<file path="config.mk">
export PLATFORM = sky130hd
export DESIGN_NAME = instruction_fetch_unit
export DESIGN_NICKNAME = d
export VERILOG_FILES = /design/src/rtl/instruction_fetch_unit.sv
export SDC_FILE = /design/constraint.sdc
export NUM_CORES = 1
export LEC_CHECK = 0
export BUFFER_PORTS_ARGS = -buffer_cell sky130_fd_sc_hd__buf_2
export CORE_MARGIN = 2
export CORE_UTILIZATION = 57
export CTS_CLUSTER_SIZE = 10
export DETAILED_ROUTE_END_ITERATION = 10
export PLACE_DENSITY = 0.78
export SYNTH_ARGS = -nofsm -noshare
export SYNTH_HDL_FRONTEND = slang
export SYNTH_SLANG_ARGS = --single-unit
export TNS_END_PERCENT = 10
</file>
<file path="constraint.sdc">
create_clock -name clk -period 3.7 [get_ports clk]
set_input_delay 0.185 -clock clk [delete_from_list [all_inputs] [get_ports clk]]
set_output_delay 0.185 -clock clk [all_outputs]
set_load 0.05 [all_outputs]
</file>
<file path="src/rtl/instruction_fetch_unit.sv">
// ---------------------------------------------------------------------------
// instruction_fetch_unit
//
// Fetch stage sitting between instruction memory and decode. Issues
// sequential fetch requests over a decoupled request/response port, buffers
// returned instructions together with their pc in a QUEUE_DEPTH-entry
// prefetch queue, and resolves branch/jump redirects locally by flushing the
// queue and discarding responses to fetches that were already in flight.
//
// Optional feature: define FETCH_PERF_EN to add the perf_fetched (pop count)
// and perf_flushes (taken-redirect count) outputs.
//
// Ports
//   clk, reset              clock, synchronous active-high reset
//   mem_req_*               fetch request (valid/ready, address = fetch pc)
//   mem_rsp_*               in-order fetch response, at least 1 cycle after accept
//   inst_valid/inst_ready   decode handshake on the queue head
//   inst_out/inst_pc        head instruction and its pc
//   inst_pc_next            head pc + PC_STEP (link value)
//   resolve_valid, branchType, jumpInst, compare*   branch resolution inputs
//   redirect_target         pc to continue from on a taken redirect
//   redirect_taken          combinational: a redirect is applied this cycle
//   queue_count             current queue occupancy
//   perf_fetched/perf_flushes  (FETCH_PERF_EN only) event counters
// ---------------------------------------------------------------------------
module instruction_fetch_unit #(
    parameter int DATA_WIDTH        = 32,
    parameter int INSTRUCTION_WIDTH = 32,
    parameter int QUEUE_DEPTH       = 4,
    parameter logic [DATA_WIDTH-1:0] RESET_PC = {DATA_WIDTH{1'b0}},
    parameter logic [DATA_WIDTH-1:0] PC_STEP  = DATA_WIDTH'(4)
) (
    input  logic                         clk,
    input  logic                         reset,
    output logic                         mem_req_valid,
    input  logic                         mem_req_ready,
    output logic [DATA_WIDTH-1:0]        mem_req_addr,
    input  logic                         mem_rsp_valid,
    input  logic [INSTRUCTION_WIDTH-1:0] mem_rsp_data,
    output logic                         inst_valid,
    input  logic                         inst_ready,
    output logic [INSTRUCTION_WIDTH-1:0] inst_out,
    output logic [DATA_WIDTH-1:0]        inst_pc,
    output logic [DATA_WIDTH-1:0]        inst_pc_next,
    input  logic                         resolve_valid,
    input  logic [2:0]                   branchType,
    input  logic                         jumpInst,
    input  logic                         compareEquals,
    input  logic                         compareLess,
    input  logic                         compareGreater,
    input  logic                         compareLessUnsigned,
    input  logic                         compareGreaterUnsigned,
    input  logic [DATA_WIDTH-1:0]        redirect_target,
    output logic                         redirect_taken,
    output logic [$clog2(QUEUE_DEPTH):0] queue_count
`ifdef FETCH_PERF_EN
    ,
    output logic [31:0]                  perf_fetched,
    output logic [31:0]                  perf_flushes
`endif
);

    localparam int PTR_W = $clog2(QUEUE_DEPTH);
    localparam int CNT_W = PTR_W + 1;

    logic [DATA_WIDTH-1:0]        fetchPc_r;
    // pc of the next response that will actually be enqueued
    logic [DATA_WIDTH-1:0]        rspPc_r;
    logic [CNT_W-1:0]             count_r;
    logic [CNT_W-1:0]             outstanding_r;
    // responses still owed to fetches issued before the last redirect
    logic [CNT_W-1:0]             discard_r;
    logic [PTR_W-1:0]             head_r;
    logic [PTR_W-1:0]             tail_r;
    logic [INSTRUCTION_WIDTH-1:0] instMem_r [QUEUE_DEPTH];
    logic [DATA_WIDTH-1:0]        pcMem_r   [QUEUE_DEPTH];

    logic                         branchTaken_s;
    logic                         taken_s;
    logic                         reqFire_s;
    logic                         rspFire_s;
    logic                         push_s;
    logic                         pop_s;
    logic [CNT_W:0]               inFlight_s;
    logic [CNT_W-1:0]             outstandingNext_s;

    // Branch condition decode; bge/bgeu include equality.
    always_comb begin
        branchTaken_s = 1'b0;
        case (branchType)
            3'd1:    branchTaken_s = compareEquals;
            3'd2:    branchTaken_s = ~compareEquals;
            3'd3:    branchTaken_s = compareLess;
            3'd4:    branchTaken_s = compareGreater | compareEquals;
            3'd5:    branchTaken_s = compareLessUnsigned;
            3'd6:    branchTaken_s = compareGreaterUnsigned | compareEquals;
            default: branchTaken_s = 1'b0;
        endcase
    end

    // Handshake and credit logic. Requests are only issued while every
    // outstanding fetch is guaranteed a queue slot, so responses never overflow.
    always_comb begin
        taken_s           = resolve_valid & (jumpInst | branchTaken_s);
        inFlight_s        = {1'b0, outstanding_r} + {1'b0, count_r};
        mem_req_valid     = ~reset & (inFlight_s < (CNT_W+1)'(QUEUE_DEPTH));
        reqFire_s         = mem_req_valid & mem_req_ready;
        rspFire_s         = mem_rsp_valid;
        inst_valid        = (count_r != {CNT_W{1'b0}});
        pop_s             = inst_valid & inst_ready;
        push_s            = rspFire_s & (discard_r == {CNT_W{1'b0}}) & ~taken_s;
        outstandingNext_s = outstanding_r + CNT_W'(reqFire_s) - CNT_W'(rspFire_s);
    end

    // Output views of the fetch pc and queue head.
    always_comb begin
        mem_req_addr   = fetchPc_r;
        redirect_taken = taken_s;
        inst_out       = instMem_r[head_r];
        inst_pc        = pcMem_r[head_r];
        inst_pc_next   = pcMem_r[head_r] + PC_STEP;
        queue_count    = count_r;
    end

    // Fetch pc, queue pointers, outstanding and discard bookkeeping.
    // A taken redirect overrides increment and enqueue; every fetch still in
    // flight after this edge (including one accepted now) becomes a discard.
    always_ff @(posedge clk) begin
        if (reset) begin
            fetchPc_r     <= RESET_PC;
            rspPc_r       <= RESET_PC;
            count_r       <= {CNT_W{1'b0}};
            outstanding_r <= {CNT_W{1'b0}};
            discard_r     <= {CNT_W{1'b0}};
            head_r        <= {PTR_W{1'b0}};
            tail_r        <= {PTR_W{1'b0}};
        end else begin
            outstanding_r <= outstandingNext_s;
            if (taken_s) begin
                fetchPc_r <= redirect_target;
                rspPc_r   <= redirect_target;
                discard_r <= outstandingNext_s;
                count_r   <= {CNT_W{1'b0}};
                head_r    <= {PTR_W{1'b0}};
                tail_r    <= {PTR_W{1'b0}};
            end else begin
                if (reqFire_s) begin
                    fetchPc_r <= fetchPc_r + PC_STEP;
                end
                if (rspFire_s && (discard_r != {CNT_W{1'b0}})) begin
                    discard_r <= discard_r - CNT_W'(1);
                end
                if (push_s) begin
                    tail_r  <= tail_r + PTR_W'(1);
                    rspPc_r <= rspPc_r + PC_STEP;
                end
                if (pop_s) begin
                    head_r <= head_r + PTR_W'(1);
                end
                count_r <= count_r + CNT_W'(push_s) - CNT_W'(pop_s);
            end
        end
    end

    // Queue storage; contents are qualified by count_r so no reset is needed.
    always_ff @(posedge clk) begin
        if (push_s && !reset) begin
            instMem_r[tail_r] <= mem_rsp_data;
            pcMem_r[tail_r]   <= rspPc_r;
        end
    end

`ifdef FETCH_PERF_EN
    // Event counters; a pop in a redirect cycle still counts as fetched.
    always_ff @(posedge clk) begin
        if (reset) begin
            perf_fetched <= 32'd0;
            perf_flushes <= 32'd0;
        end else begin
            perf_fetched <= perf_fetched + 32'(pop_s);
            perf_flushes <= perf_flushes + 32'(taken_s);
        end
    end
`endif

endmodule
</file>
### Word-level counts from Yosys, hierarchy flattened

Memories as Yosys holds them, arrays and structs flattened. A register that Yosys moved wholly into a read port is not among the register bits.
Index checks and enable logic that the tools add are counted.

| cells by class | value |
|---|---|
| add/sub/neg operators | 11 |
| magnitude comparators | 1 |
| equal/unequal tests | 6 |
| mux-type cells | 13 |
| bitwise operators | 12 |
| reductions and logical operators | 10 |

Operators with widths:

| operator | number |
|---|---|
| $mux 32 | 4 |
| $add 32x3->32 const B | 3 |
| $eq 3x3->1 const B | 3 |
| $mux 2 | 4 |
| $add 3x1->3 | 2 |
| $and 1x1->1 | 6 |
| $eq 3x2->1 const B | 2 |
| $mux 3 | 2 |
| $pmux 1 s6 | 1 |
| $reduce_bool 2->1 | 3 |
| $reduce_bool 3->1 | 2 |
| $sub 3x1->3 | 2 |
| $add 2x1->2 const B | 2 |
| $add 3x3->4 | 1 |
| $lt 4x3->1 const B | 1 |
| $eq 3x1->1 const B | 1 |
| $logic_not 3->1 | 1 |
| $not 1->1 | 3 |
| $or 1x1->1 | 3 |
| $sub 3x1->3 const B | 1 |
| $logic_and 1x1->1 | 2 |
| $mux 1 | 2 |
| $reduce_or 2->1 | 1 |
| $logic_not 1->1 | 1 |

| word-level totals | value |
|---|---|
| register bits after elaboration | 77 |
| RAM bits | 256 |
| bits of input ports | 79 |
| memories kept | 2 |

Memory list:

| memory | words | bits a word | read ports | clocked after Yosys merged registers in | write ports | RTL line | source |
|---|---|---|---|---|---|---|---|
| instMem_r | 4 | 32 | 1 | 1 | 1 | 75 | `logic [INSTRUCTION_WIDTH-1:0] instMem_r [QUEUE_DEPTH];` |
| pcMem_r | 4 | 32 | 1 | 1 | 1 | 76 | `logic [DATA_WIDTH-1:0] pcMem_r [QUEUE_DEPTH];` |

### Longest topological paths before layout

Gate-level depths: netlist of the first run.

| logic depth | value |
|---|---|
| word-level depth | 9 |
| mapped depth | 14 |
| depth with buffers taken out | 13 |

### Worst setup path after synthesis of the first run

OpenSTA, ideal clock, no wires.

| timing path | value |
|---|---|
| path kind | in2reg |
| from | input branchType[0] |
| to | memory instMem_r[0][0], enable pin |
| setup time | 429 ps |
| data arrival time | 3,293 ps |
| required time | 3,271 ps |
| slack | -23 ps |
| stages | 7 |
| buffers on the path | 0 |
| cell sequence | o21a_1 > o22ai_1 > a221oi_1 > o21ai_1 > clkinv_1 > nor2_1 > and3_1 |

| on the way | value |
|---|---|
| longest elaborated chain between the ends | 9 |
| elaborated cells on any way between the ends | 14 |
| those cells by class | eq/ne: 6; mux: 3; bitwise: 4; reduce/logical: 1 |

RTL lines:

| element | RTL line | source |
|---|---|---|
| from (decl) | 46 | `input logic [2:0] branchType,` |
| $eq 3x3->1, or another cell as far along | 90 | `case (branchType)` |
| $pmux 1 s6 * | 90 |  |
| $or 1x1->1 * | 104 | `taken_s = resolve_valid & (jumpInst \| branchTaken_s);` |
| $and 1x1->1 * | 104 |  |
| via redirect_taken | 54 | `output logic redirect_taken,` |
| $not 1->1 * | 111 | `push_s = rspFire_s & (discard_r == {CNT_W{1'b0}}) & ~taken_s;` |
| $and 1x1->1 * | 111 |  |
| $logic_and 1x1->1 * | 167 | `if (push_s && !reset) begin` |
| $mux 1 * | 167 |  |
| $mux 1 (implied by the code) * | 168 | `instMem_r[tail_r] <= mem_rsp_data;` |
| to (decl) | 75 |  |

Mark *: on every way through the listed nets, which the timed path passes. The rest lies on a longest branch.

==> metrics.yaml, run 1 <==
pwr:
  pwr-share-clk_pct: 33.0
  cellLeakagePower_nw: 6.053
  vdd_drop_max_v: 0.0003191
  p_int_w: 0.006953
  p_seq_share_pct: 44.2
  switchingPower_w: 0.003077
  netSwitchingFraction_pct: 30.68
  p_comb_share_pct: 22.8
  power_density_nw_per_um2: 594.8
flow_run:
  max_cap_violations: 0
finish:
  n_antenna_cell: 0
  synthToLayoutAreaGrowth_pct: 22.92
  final_nets: 1238
  nFillCells: 1554
  drive_above_1_share_pct: 30.86
  ff_latch_area_um2: 9234
  final_util_pct: 71.63
  multi_input_comb_area_um2: 4230
place:
  gp_congestion: 0.8370
  hpwl_um: 18790
  io_buffers: 212
timing:
  relSlewSlack_pct: 44.63
  hold_violations: 0
  fin_crit_sh_pct: 94.67
  skew_ns: 0.01054
  hold_ws_ns: 0.01568
  rsz0062_at_grt: "false"
  tightest_slew_ns: 0.8306
  period_needed_ns: 3.503
  timing.fmax_ghz: 0.2855
  drv_slew: 0
  finalSetupViolCount: 0
clock_network:
  clk_latency_ns: 0.51
  cts.path.max_buffers: 3
  clkTransAtPathRegs_ns: 0.05
  htreeDepth: 2
  post_cts_resized: 0
  cts_root_buf: "clkbuf_16"
  cts_tree: "built"
  cts_buffers: 39
  clock-sinks: 333
routing:
  routedWlPerCell_um: 19.35
  via_count: 8280
  drc: 0
  routed_wl_um: 28570
  ant_nets: 0
  viasPerCell: 5.610
  drt_iter0_drc: 598
  first_pass_iters: 5
synthesis:
  synth.avg_cell_area_um2: 16.10
  syn_inst: 852
  netlist-cell-type-count: 55
  yosys_register_bits: 333
  synth_ff_type: "edfxtp_1"
  yosys_warnings: 0
  syn-num-nets: 948
  synth_top_area_cell: "edfxtp_1"
  netlist_area_um2: 13720
  synth-async-reset-ratio_pct: 0
  yosys-top-cells-area: "edfxtp_1 56%, dfxtp_1 11%, mux4_2 10%, xor2_1 3.1%, xnor2_1 2.7%"
  yosysSeqAreaShare_pct: 67.27
  yosys.area.top_type_share_pct: 56.03
  synth_edf_count: 256
min_path:
  hp-class: "in2reg"
critical_path:
  end_kind: "primary output"
  crit_required_ns: 3.51
  cp-start-kind: "flip-flop"
  crit_fanout: 25
  arrival_ns: 3.32
  crit_type: "reg2out"
global_routing:
  grt_pass1_vias: 8504
  grt_first_pass_wirelength_um: 45440
  grt_max_degree: 88
  grt-ovfl-total: 0
  grtUsageTotal_pct: 22.82
  antenna_found_initial: 0
die:
  fp-row-count: 56
  dieWidth_um: 159.1
  start_util_pct: 58.27
  die_area_um2: 25330
  die_height_um: 159.1
  core_um2: 23540
  ios: 213
status:
  status: "complete, no violations"
## kinds of logic (layout without fill, tap and decap cells)
logic type,after synthesis,after routing,share of synthesized area (%)
DFF,333,333,67.27
and+or+nand+nor,181,181,7.789
AOI/OAI and AO/OA,104,104,4.578
xor gates and xnor gates,91,91,5.809
muxes,68,68,10.88
buffers and inverters,58,363,2.015
adders and majority gates,17,17,1.660
## layer usage
layer,track usage [%],vias to the layer above,wire [um]
li1,-,3862,-
met1,31.83,4047,12420
met2,37.21,326,13550
met3,4.376,45,1983
met4,6.529,0,618
met5,0,-,0
## final cells by class
type	count	share of cell area (%)
Inverter	22	0.4897
Timing Repair Buffer	285	10.86
Multi-Input combinational cell	461	25.09
Tap cell	319	2.367
Clock inverter	1	0.04452
Clock buffer	55	6.396
Sequential cell	333	54.76
## synth_stat cells, drive strengths merged, types with 2 or more instances
cell type / number
a21oi: 61
and2: 13
and3: 14
and4: 9
buf: 17
clkbuf: 19
dfxtp: 77
edfxtp: 256
fa: 2
ha: 15
inv: 21
mux2i: 4
mux4: 64
nand2: 34
nand2b: 5
nand3: 29
nand4: 23
nor2: 30
nor2b: 3
nor3: 6
nor4: 7
o21ai: 2
o21bai: 30
or2: 3
or3: 3
xnor2: 42
xor2: 49
## registers in the layout (all words and copies together), names as in the netlist, named ones only
register,cells
instMem_r,128
pcMem_r,128
mem_req_addr,31
rspPc_r,31
discard_r,3
outstanding_r,3
queue_count,3
head_r,2
tail_r,2
## worst max-delay path: stages, from the launching register on
cell	delay [ns]
dfxtp_2	0.73
mux4_2	0.39
ha_1	0.18
inv_1	0.09
nor4_4	0.49
nand2_2	0.20
nor3_2	0.21
xor2_1	0.22
buf_2	0.30
## cell usage in the layout (no fill, tap or decap), types with 2 or more instances in the layout
master / count
buf_12: 7
nor2b_1: 3
or3_1: 3
a21oi_1: 61
edfxtp_1: 256
nor2_1: 30
nor3_2: 2
nand2b_1: 5
ha_1: 15
clkbuf_1: 14
dfxtp_1: 75
or2_2: 3
nand2_1: 33
buf_2: 212
nor4_4: 4
nand3_1: 28
mux2i_1: 4
fa_1: 2
and2_1: 12
dlygate4sd3_1: 54
inv_1: 20
and3_2: 4
mux4_1: 3
nor4_1: 3
and4_1: 9
nor3_1: 4
buf_4: 12
o21bai_1: 30
nand4_1: 21
mux4_2: 61
xor2_1: 49
and3_1: 10
clkbuf_16: 41
xnor2_1: 42
## path summary, 6_finish.rpt
kind | start | endpoint | slack (ns) | cells past startpoint
worst max-delay path | flip-flop | inst_pc_next[22] | 0.20 | 8
worst min-delay path | redirect_target[23] | mem_req_addr[23]$_SDFFE_PP0P_ | 0.02 | 3
worst max register to register | queue_count[2]$_SDFF_PP0_ | discard_r[2]$_SDFFE_PP0P_ | 0.74 | 13
worst min register to register | rspPc_r[15]$_SDFFE_PP0P_ | pcMem_r[1][15]$_DFFE_PP_ | 0.54 | 0
## power by group through the flow
stage	clock, W	sequential, W	combinational (W)
6_report	0.00331	0.00443	0.00229
5_1_grt	0.00353	0.00446	0.00243
4_1_cts	0.00337	0.00443	0.00230
3_5_place_dp	0	0.00450	0.00225
3_3_place_gp	0	0.00449	0.00223
2_1_floorplan	0	0.00456	0.00166
## through the flow
step	power [W]	TNS, ns	cells	setup slack, ns	area, um^2
floorplan	0.006216	-4.244	852	-0.02211	13720
finish	0.01003	0	1476	0.1971	16860
CTS	0.01011	0	1476	0.1486	16860
global placement	0.006717	0	1366	0.8044	15240
detailed placement	0.006755	0	1366	0.7130	15240
global route	0.01042	0	1476	0.003746	16860
## what timing repair did
item                      4_1_cts  5_1_grt
buffers inserted                0        0
hold buffers                   54        0
hold endpoints to repair      166        0
(Power assumes the default switching activity.)
==> run 2: changes to the inputs <==
==> constraint.sdc (replaced) <==
create_clock -name clk -period 3.7 [get_ports clk]
set_input_delay 0.37 -clock clk [delete_from_list [all_inputs] [get_ports clk]]
set_output_delay 0.37 -clock clk [all_outputs]
set_load 0.05 [all_outputs]
==> run 2 against run 1 <==
Via count down 2.3%. Sequential power is essentially flat. Critical path type unchanged. Routed wire length about the same. Fmax shrank 0.43%. Final area down 3.4%. Count of clock-buffer cells in the layout unchanged. Critical endpoint is now inst_pc_next[29].
==> metrics.yaml, run 2 (synthesized netlist as in run 1, its figures left out) <==
pwr:
  switchingPower_w: 0.003059  # -0.59%
  p_int_w: 0.006908  # -0.64%
  netSwitchingFraction_pct: 30.69  # about the same
  pwr-share-clk_pct: 33.1  # about the same
  total_power_w: 0.009967  # -0.63%
  p_comb_share_pct: 22.6  # -0.2 points
  cellLeakagePower_nw: 5.814  # -3.9%
  vdd_drop_max_v: 0.0003457  # +8.3%
  power_density_nw_per_um2: 612.1  # +2.9%
  p_seq_share_pct: 44.3  # about the same
place:
  io_buffers: 212  # unchanged
  postPlaceCellArea_um2: 15200  # -0.26%
  dpl.cell_count: 1364  # -0.15%
  gp_congestion: 0.8415  # +0.54%
  hpwl_um: 18790  # about the same
critical_path:
  max_stage_delay_ns: 0.60  # -0.13 ns
  crit_type: "reg2out"
  end_kind: "primary output"
  path_cells: "buf_4 -> mux4_2 -> and3_1 -> and4bb_1 -> and2_4 -> nand3_1 -> xnor2_1 -> buf_2"
  crit_fanout: 21  # -16%
  crit_required_ns: 3.33  # -0.18 ns
  arrival_ns: 3.15  # -0.17 ns
  cpMaxStageDelayCell: "mux4_2"
  cp-start-kind: "flip-flop"
routing:
  viasPerCell: 5.693  # +1.5%
  first_pass_iters: 7  # +2
  drc: 0  # unchanged
  ant_nets: 0  # unchanged
  drt_iter0_drc: 584  # -2.3%
  routed_wl_um: 28560  # about the same
  via_count: 8090  # -2.3%
  routedWlPerCell_um: 20.10  # +3.8%
timing:
  finalSetupViolCount: 0  # unchanged
  drv_slew: 0  # unchanged
  tns_ns: 0  # unchanged
  tightest_slew_ns: 0.8811  # +0.05045 ns
  period_needed_ns: 3.518  # +0.01518 ns
  relSlewSlack_pct: 41.26  # -3.4 points
  skew_ns: 0.01118  # +0.0006416 ns
  fin_crit_sh_pct: 95.08  # +0.41 points
  hold_violations: 0  # unchanged
  rsz0062_at_grt: "false"
  timing.fmax_ghz: 0.2842  # -0.43%
die:
  die_area_um2: 25330  # unchanged
  core_um2: 23540  # unchanged
  ios: 213  # unchanged
  fp-row-count: 56  # unchanged
  start_util_pct: 58.27  # unchanged
  dieWidth_um: 159.1  # unchanged
  die_height_um: 159.1  # unchanged
status:
  status: "complete, no violations"
clock_network:
  ctsHoldBuffers: 0  # -100%
  clk_latency_ns: 0.51  # about the same
  post_cts_resized: 0  # unchanged
  cts_setup_buffers: 0  # unchanged
  clkTransAtPathRegs_ns: 0.05  # about the same
  cts.path.max_buffers: 3  # unchanged
  clock-sinks: 333  # unchanged
  htreeDepth: 2  # unchanged
  cts_root_buf: "clkbuf_16"
  cts_tree: "built"
  cts_buffers: 39  # unchanged
finish:
  synthToLayoutAreaGrowth_pct: 18.69
  reg.largest.list: "instMem_r x128, pcMem_r x128"
  stdcell_count: 1421  # -3.7%
  layout_common_cells: "256 x edfxtp_1, 212 x buf_2, 75 x dfxtp_1"
  drive_above_1_share_pct: 32.12  # +1.3 points
  final_util_pct: 69.16  # -2.5 points
  layout_commonest_cell: "edfxtp_1"
  postLayoutCellArea_um2: 16280  # -3.4%
  final_nets: 1182  # -4.5%
  n_antenna_cell: 0  # unchanged
global_routing:
  grt-ovfl-total: 0  # unchanged
  antenna_found_initial: 1  # +1
  grt_pass1_vias: 8136  # -4.3%
  grtUsageTotal_pct: 22.37  # -0.44 points
  grt_max_degree: 92  # +4.5%
  grt_first_pass_wirelength_um: 44550  # -2.0%
flow_run:
  max_cap_violations: 0  # unchanged
min_path:
  hp-class: "in2reg"
-- run 2: changes by cell type in the layout (fill, tap and decap cells not counted) --
cell,previous run,this run
dlygate4sd3_1,54,0
clkinv_1,1,3
buf_12,7,5
clkinvlp_4,1,0
-- run 2: final timing paths --
check,from,endpoint,slack [ns],cells after the start
setup / recovery,flip-flop,inst_pc_next[29],0.18,8
hold / removal,mem_rsp_data[12],instMem_r[0][12]$_DFFE_PP_,0.09,1
setup reg to reg,queue_count[2]$_SDFF_PP0_,discard_r[2]$_SDFFE_PP0P_,0.74,13
hold reg to reg,rspPc_r[31]$_SDFFE_PP0P_,pcMem_r[3][31]$_DFFE_PP_,0.54,0
-- run 2: cell type report --
| cell class | count | area [um^2] |
|---|---|---|
| flip-flops and latches | 333 | 9234 |
| fillers | 1613 | 7259 |
| multi-input cells | 461 | 4230 |
| repair buffers | 229 | 1251 |
| clock buffers | 55 | 1079 |
| well taps | 319 | 399.1 |
| inverters | 22 | 82.58 |
| clock inverters | 2 | 7.507 |
-- run 2: stage by stage --
stage	worst slack, ns	hold slack [ns]
global route	0.01395	0.07578
CTS	0.1290	0.06891
floorplan	-0.2071	0.4689
finish	0.1819	0.08662
global placement	0.7568	0.5220
detailed placement	0.6811	0.5286
-- run 2: worst max-delay path, delay by kind of cell, from the launching register on --
kind / cells / cell delay [ns]
AND/OR/NAND/NOR: 4 / 0.71
multiplexers: 1 / 0.60
flip-flops: 1 / 0.59
buffers and inverters: 2 / 0.59
XOR/XNOR: 1 / 0.14
-- run 2: per-layer routing --
metal	GRT usage (%)	wire, um
met2	35.67	13490
met1	32.74	12600
met4	5.785	475
met3	3.543	1990
met5	0	9
-- run 2: power groups by stage --
stage	sequential, W	combinational (W)	clock, W
floorplan	0.00456	0.00166	0
global placement	0.00448	0.00223	0
detailed placement	0.00449	0.00225	0
CTS	0.00442	0.00227	0.00336
global route	0.00445	0.00238	0.00351
finish	0.00442	0.00225	0.00330
==> run 3: changes to the inputs <==
==> constraint.sdc (replaced) <==
create_clock -name clk -period 3.7 [get_ports clk]
set_input_delay 0 -clock clk [delete_from_list [all_inputs] [get_ports clk]]
set_output_delay 0 -clock clk [all_outputs]
set_load 0.05 [all_outputs]
==> run 3 against run 2 <==
Sequential share of layout area shrank 2.3 points. Register-to-register slack lost 0.53 ns. Sequential power about the same. Critical path depth rose by 6. Largest cell class unchanged. Largest power group unchanged.
==> metrics.yaml, run 3 (synthesized netlist as in run 1, its figures left out) <==
clock_network:
  cts_root_buf: "clkbuf_16"
  cts_setup_buffers: 0  # unchanged
  cts.path.max_buffers: 3  # unchanged
  cts_buffers: 39  # unchanged
  clkTransAtPathRegs_ns: 0.06  # about the same
  htreeDepth: 2  # unchanged
  cts_tree: "built"
  clock-sinks: 333  # unchanged
  clk_latency_ns: 0.51  # about the same
finish:
  synthToLayoutAreaGrowth_pct: 23.59
  n_antenna_cell: 0  # unchanged
  drive_above_1_share_pct: 30.30  # -1.8 points
  final_util_pct: 72.02  # +2.9 points
  final_nets: 1248  # +5.6%
  reg.largest.list: "instMem_r x128, pcMem_r x128"
  layout_common_cells: "256 x edfxtp_1, 212 x buf_2, 75 x dfxtp_1"
  layout_commonest_cell: "edfxtp_1"
  stdcell_count: 1484  # +4.4%
pwr:
  vdd_drop_max_v: 0.0003089  # -11%
  switchingPower_w: 0.003062  # about the same
  netSwitchingFraction_pct: 30.47  # -0.22 points
  total_power_w: 0.01005  # +0.82%
  p_seq_share_pct: 44.0  # -0.3 points
  power_density_nw_per_um2: 592.6  # -3.2%
  p_comb_share_pct: 22.9  # +0.3 points
  pwr-share-clk_pct: 33.1  # about the same
  cellLeakagePower_nw: 6.098  # +4.9%
  p_int_w: 0.006987  # +1.1%
die:
  core_um2: 23540  # unchanged
  ios: 213  # unchanged
  die_height_um: 159.1  # unchanged
  dieWidth_um: 159.1  # unchanged
  die_area_um2: 25330  # unchanged
  fp-row-count: 56  # unchanged
  start_util_pct: 58.27  # unchanged
critical_path:
  rr_endpoint: "discard_r[2]$_SDFFE_PP0P_"
  crit_top_cell: "ha_1"
  crit_fanout: 4  # -81%
  crit_required_ns: 4.09  # +0.76 ns
  timing.rr.start: "queue_count[2]$_SDFF_PP0_"
  crit_family: "adder cells"
  reg2reg_slack_ns: 0.21  # -0.53 ns
  path_cells: "ha_1 -> nor4_2 -> and2_1 -> nand2_1 -> ha_1 -> inv_1 -> ha_1 -> fa_1 -> xnor2_1 -> xnor2_1 -> nor2_1 -> nand2_1 -> o31ai_1 -> dlygate4sd3_1"
  cp.depth: 14  # +6
  arrival_ns: 3.87  # +0.72 ns
  crit_type: "reg2reg"
  reg2regPathDepth: 14  # +1
  critPathLaunch: "queue_count[2]$_SDFF_PP0_"
  critical_path.endpoint: "discard_r[2]$_SDFFE_PP0P_"
  cp-start-kind: "flip-flop"
  max_stage_delay_ns: 0.57  # -0.03 ns
  end_kind: "flip-flop"
  worst-path-buf-inv: 2  # unchanged
  cpMaxStageDelayCell: "dlygate4sd3_1"
routing:
  drt_iter0_drc: 620  # +6.2%
  first_pass_iters: 4  # -3
  routed_wl_um: 28860  # +1.1%
  via_count: 8352  # +3.2%
  routedWlPerCell_um: 19.45  # -3.2%
  viasPerCell: 5.628  # -1.1%
  ant_nets: 0  # unchanged
  drc: 0  # unchanged
min_path:
  hp-class: "in2reg"
timing:
  hold_violations: 0  # unchanged
  finalSetupViolCount: 0  # unchanged
  fin_crit_sh_pct: 94.23  # -0.86 points
  timing.fmax_ghz: 0.2868  # +0.91%
  setup_ws_ns: 0.2137  # +0.03173 ns
  drv_slew: 0  # unchanged
  relSlewSlack_pct: 40.39  # -0.88 points
  period_needed_ns: 3.486  # -0.03173 ns
  skew_ns: 0.008877  # -0.002302 ns
  tightest_slew_ns: 0.8942  # +0.01313 ns
place:
  post-place-ws_ns: 0.7513  # +0.07019 ns
  io_buffers: 212  # unchanged
  gp_congestion: 0.8416  # about the same
  hpwl_um: 18060  # -3.9%
  dpl.cell_count: 1360  # -0.29%
global_routing:
  grt_pass1_vias: 8476  # +4.2%
  grtUsageTotal_pct: 22.96  # +0.58 points
  grt_first_pass_wirelength_um: 46000  # +3.2%
  grt_max_degree: 93  # +1.1%
  antenna_found_initial: 0  # -1
  grt-ovfl-total: 0  # unchanged
status:
  status: "complete, no violations"
flow_run:
  max_cap_violations: 0  # unchanged
[run 3: cell count changes in the layout (fill, tap and decap cells not counted), sizes merged]
cell	delta
dlygate4sd3	+70
buf	-4
clkbuf	-2
clkinv	-1
[run 3: layout make-up]
cell class	instances	area, um^2
fillers	1559	6586
inverters	22	82.58
clock inverters	1	3.754
flip-flops and latches	333	9234
clock buffers	53	1091
multi-input cells	461	4237
well taps	319	399.1
repair buffers	295	1909
[run 3: worst register-to-register path, cell delays in order, from the launching register on]
cell and delay [ns]:
dfxtp_1 0.34, ha_1 0.32, nor4_2 0.36, and2_1 0.20, nand2_1 0.13, ha_1 0.30, inv_1 0.04, ha_1 0.18
fa_1 0.38, xnor2_1 0.17, xnor2_1 0.13, nor2_1 0.07, nand2_1 0.10, o31ai_1 0.07, dlygate4sd3_1 0.57
[run 3: how the worst min path moves through the flow]
stage | startpoint | endpoint | slack, ns | cells after the start
2_1_floorplan | mem_rsp_data[0] | instMem_r[0][0]$_DFFE_PP_ | 0.1 | 0
3_3_place_gp | mem_rsp_data[18] | instMem_r[1][18]$_DFFE_PP_ | 0.21 | 1
3_5_place_dp | mem_rsp_data[3] | instMem_r[0][3]$_DFFE_PP_ | 0.22 | 1
4_1_cts | reset | outstanding_r[0]$_SDFF_PP0_ | 0.02 | 2
5_1_grt | resolve_valid | mem_req_addr[29]$_SDFFE_PP0P_ | 0.10 | 5
6_report | reset | outstanding_r[0]$_SDFF_PP0_ | 0.04 | 2
[run 3: what timing repair did]
item                       in CTS  in global routing
hold endpoints to repair      195                  0
gates resized for setup         0                  1
setup endpoints to repair       0                  1
hold buffers                   70                  0
[run 3: power by group through the flow]
stage / registers [W] / logic (W) / clock network, W
floorplan: 0.00456 / 0.00166 / 0
finish: 0.00442 / 0.00230 / 0.00333
detailed placement: 0.00449 / 0.00223 / 0
CTS: 0.00442 / 0.00230 / 0.00340
global route: 0.00445 / 0.00244 / 0.00355
global placement: 0.00448 / 0.00221 / 0
[run 3: per-layer routing]
| layer | vias to the layer above | global-route usage, % | wire length, um |
|---|---|---|---|
| met2 | 320 | 37.61 | 13860 |
| met4 | 0 | 5.950 | 578 |
| met1 | 4122 | 31.95 | 12430 |
| met5 | - | 0 | 0 |
| met3 | 43 | 4.663 | 1991 |
| li1 | 3867 | - | - |
[run 3: through the flow]
stage / area (um^2) / hold WS, ns / setup TNS [ns]
floorplan: 13720 / 0.09887 / 0
global placement: 15150 / 0.2148 / 0
detailed placement: 15150 / 0.2244 / 0
CTS: 16950 / 0.01542 / 0
global route: 16960 / 0.1015 / -0.02010
finish: 16960 / 0.03638 / 0
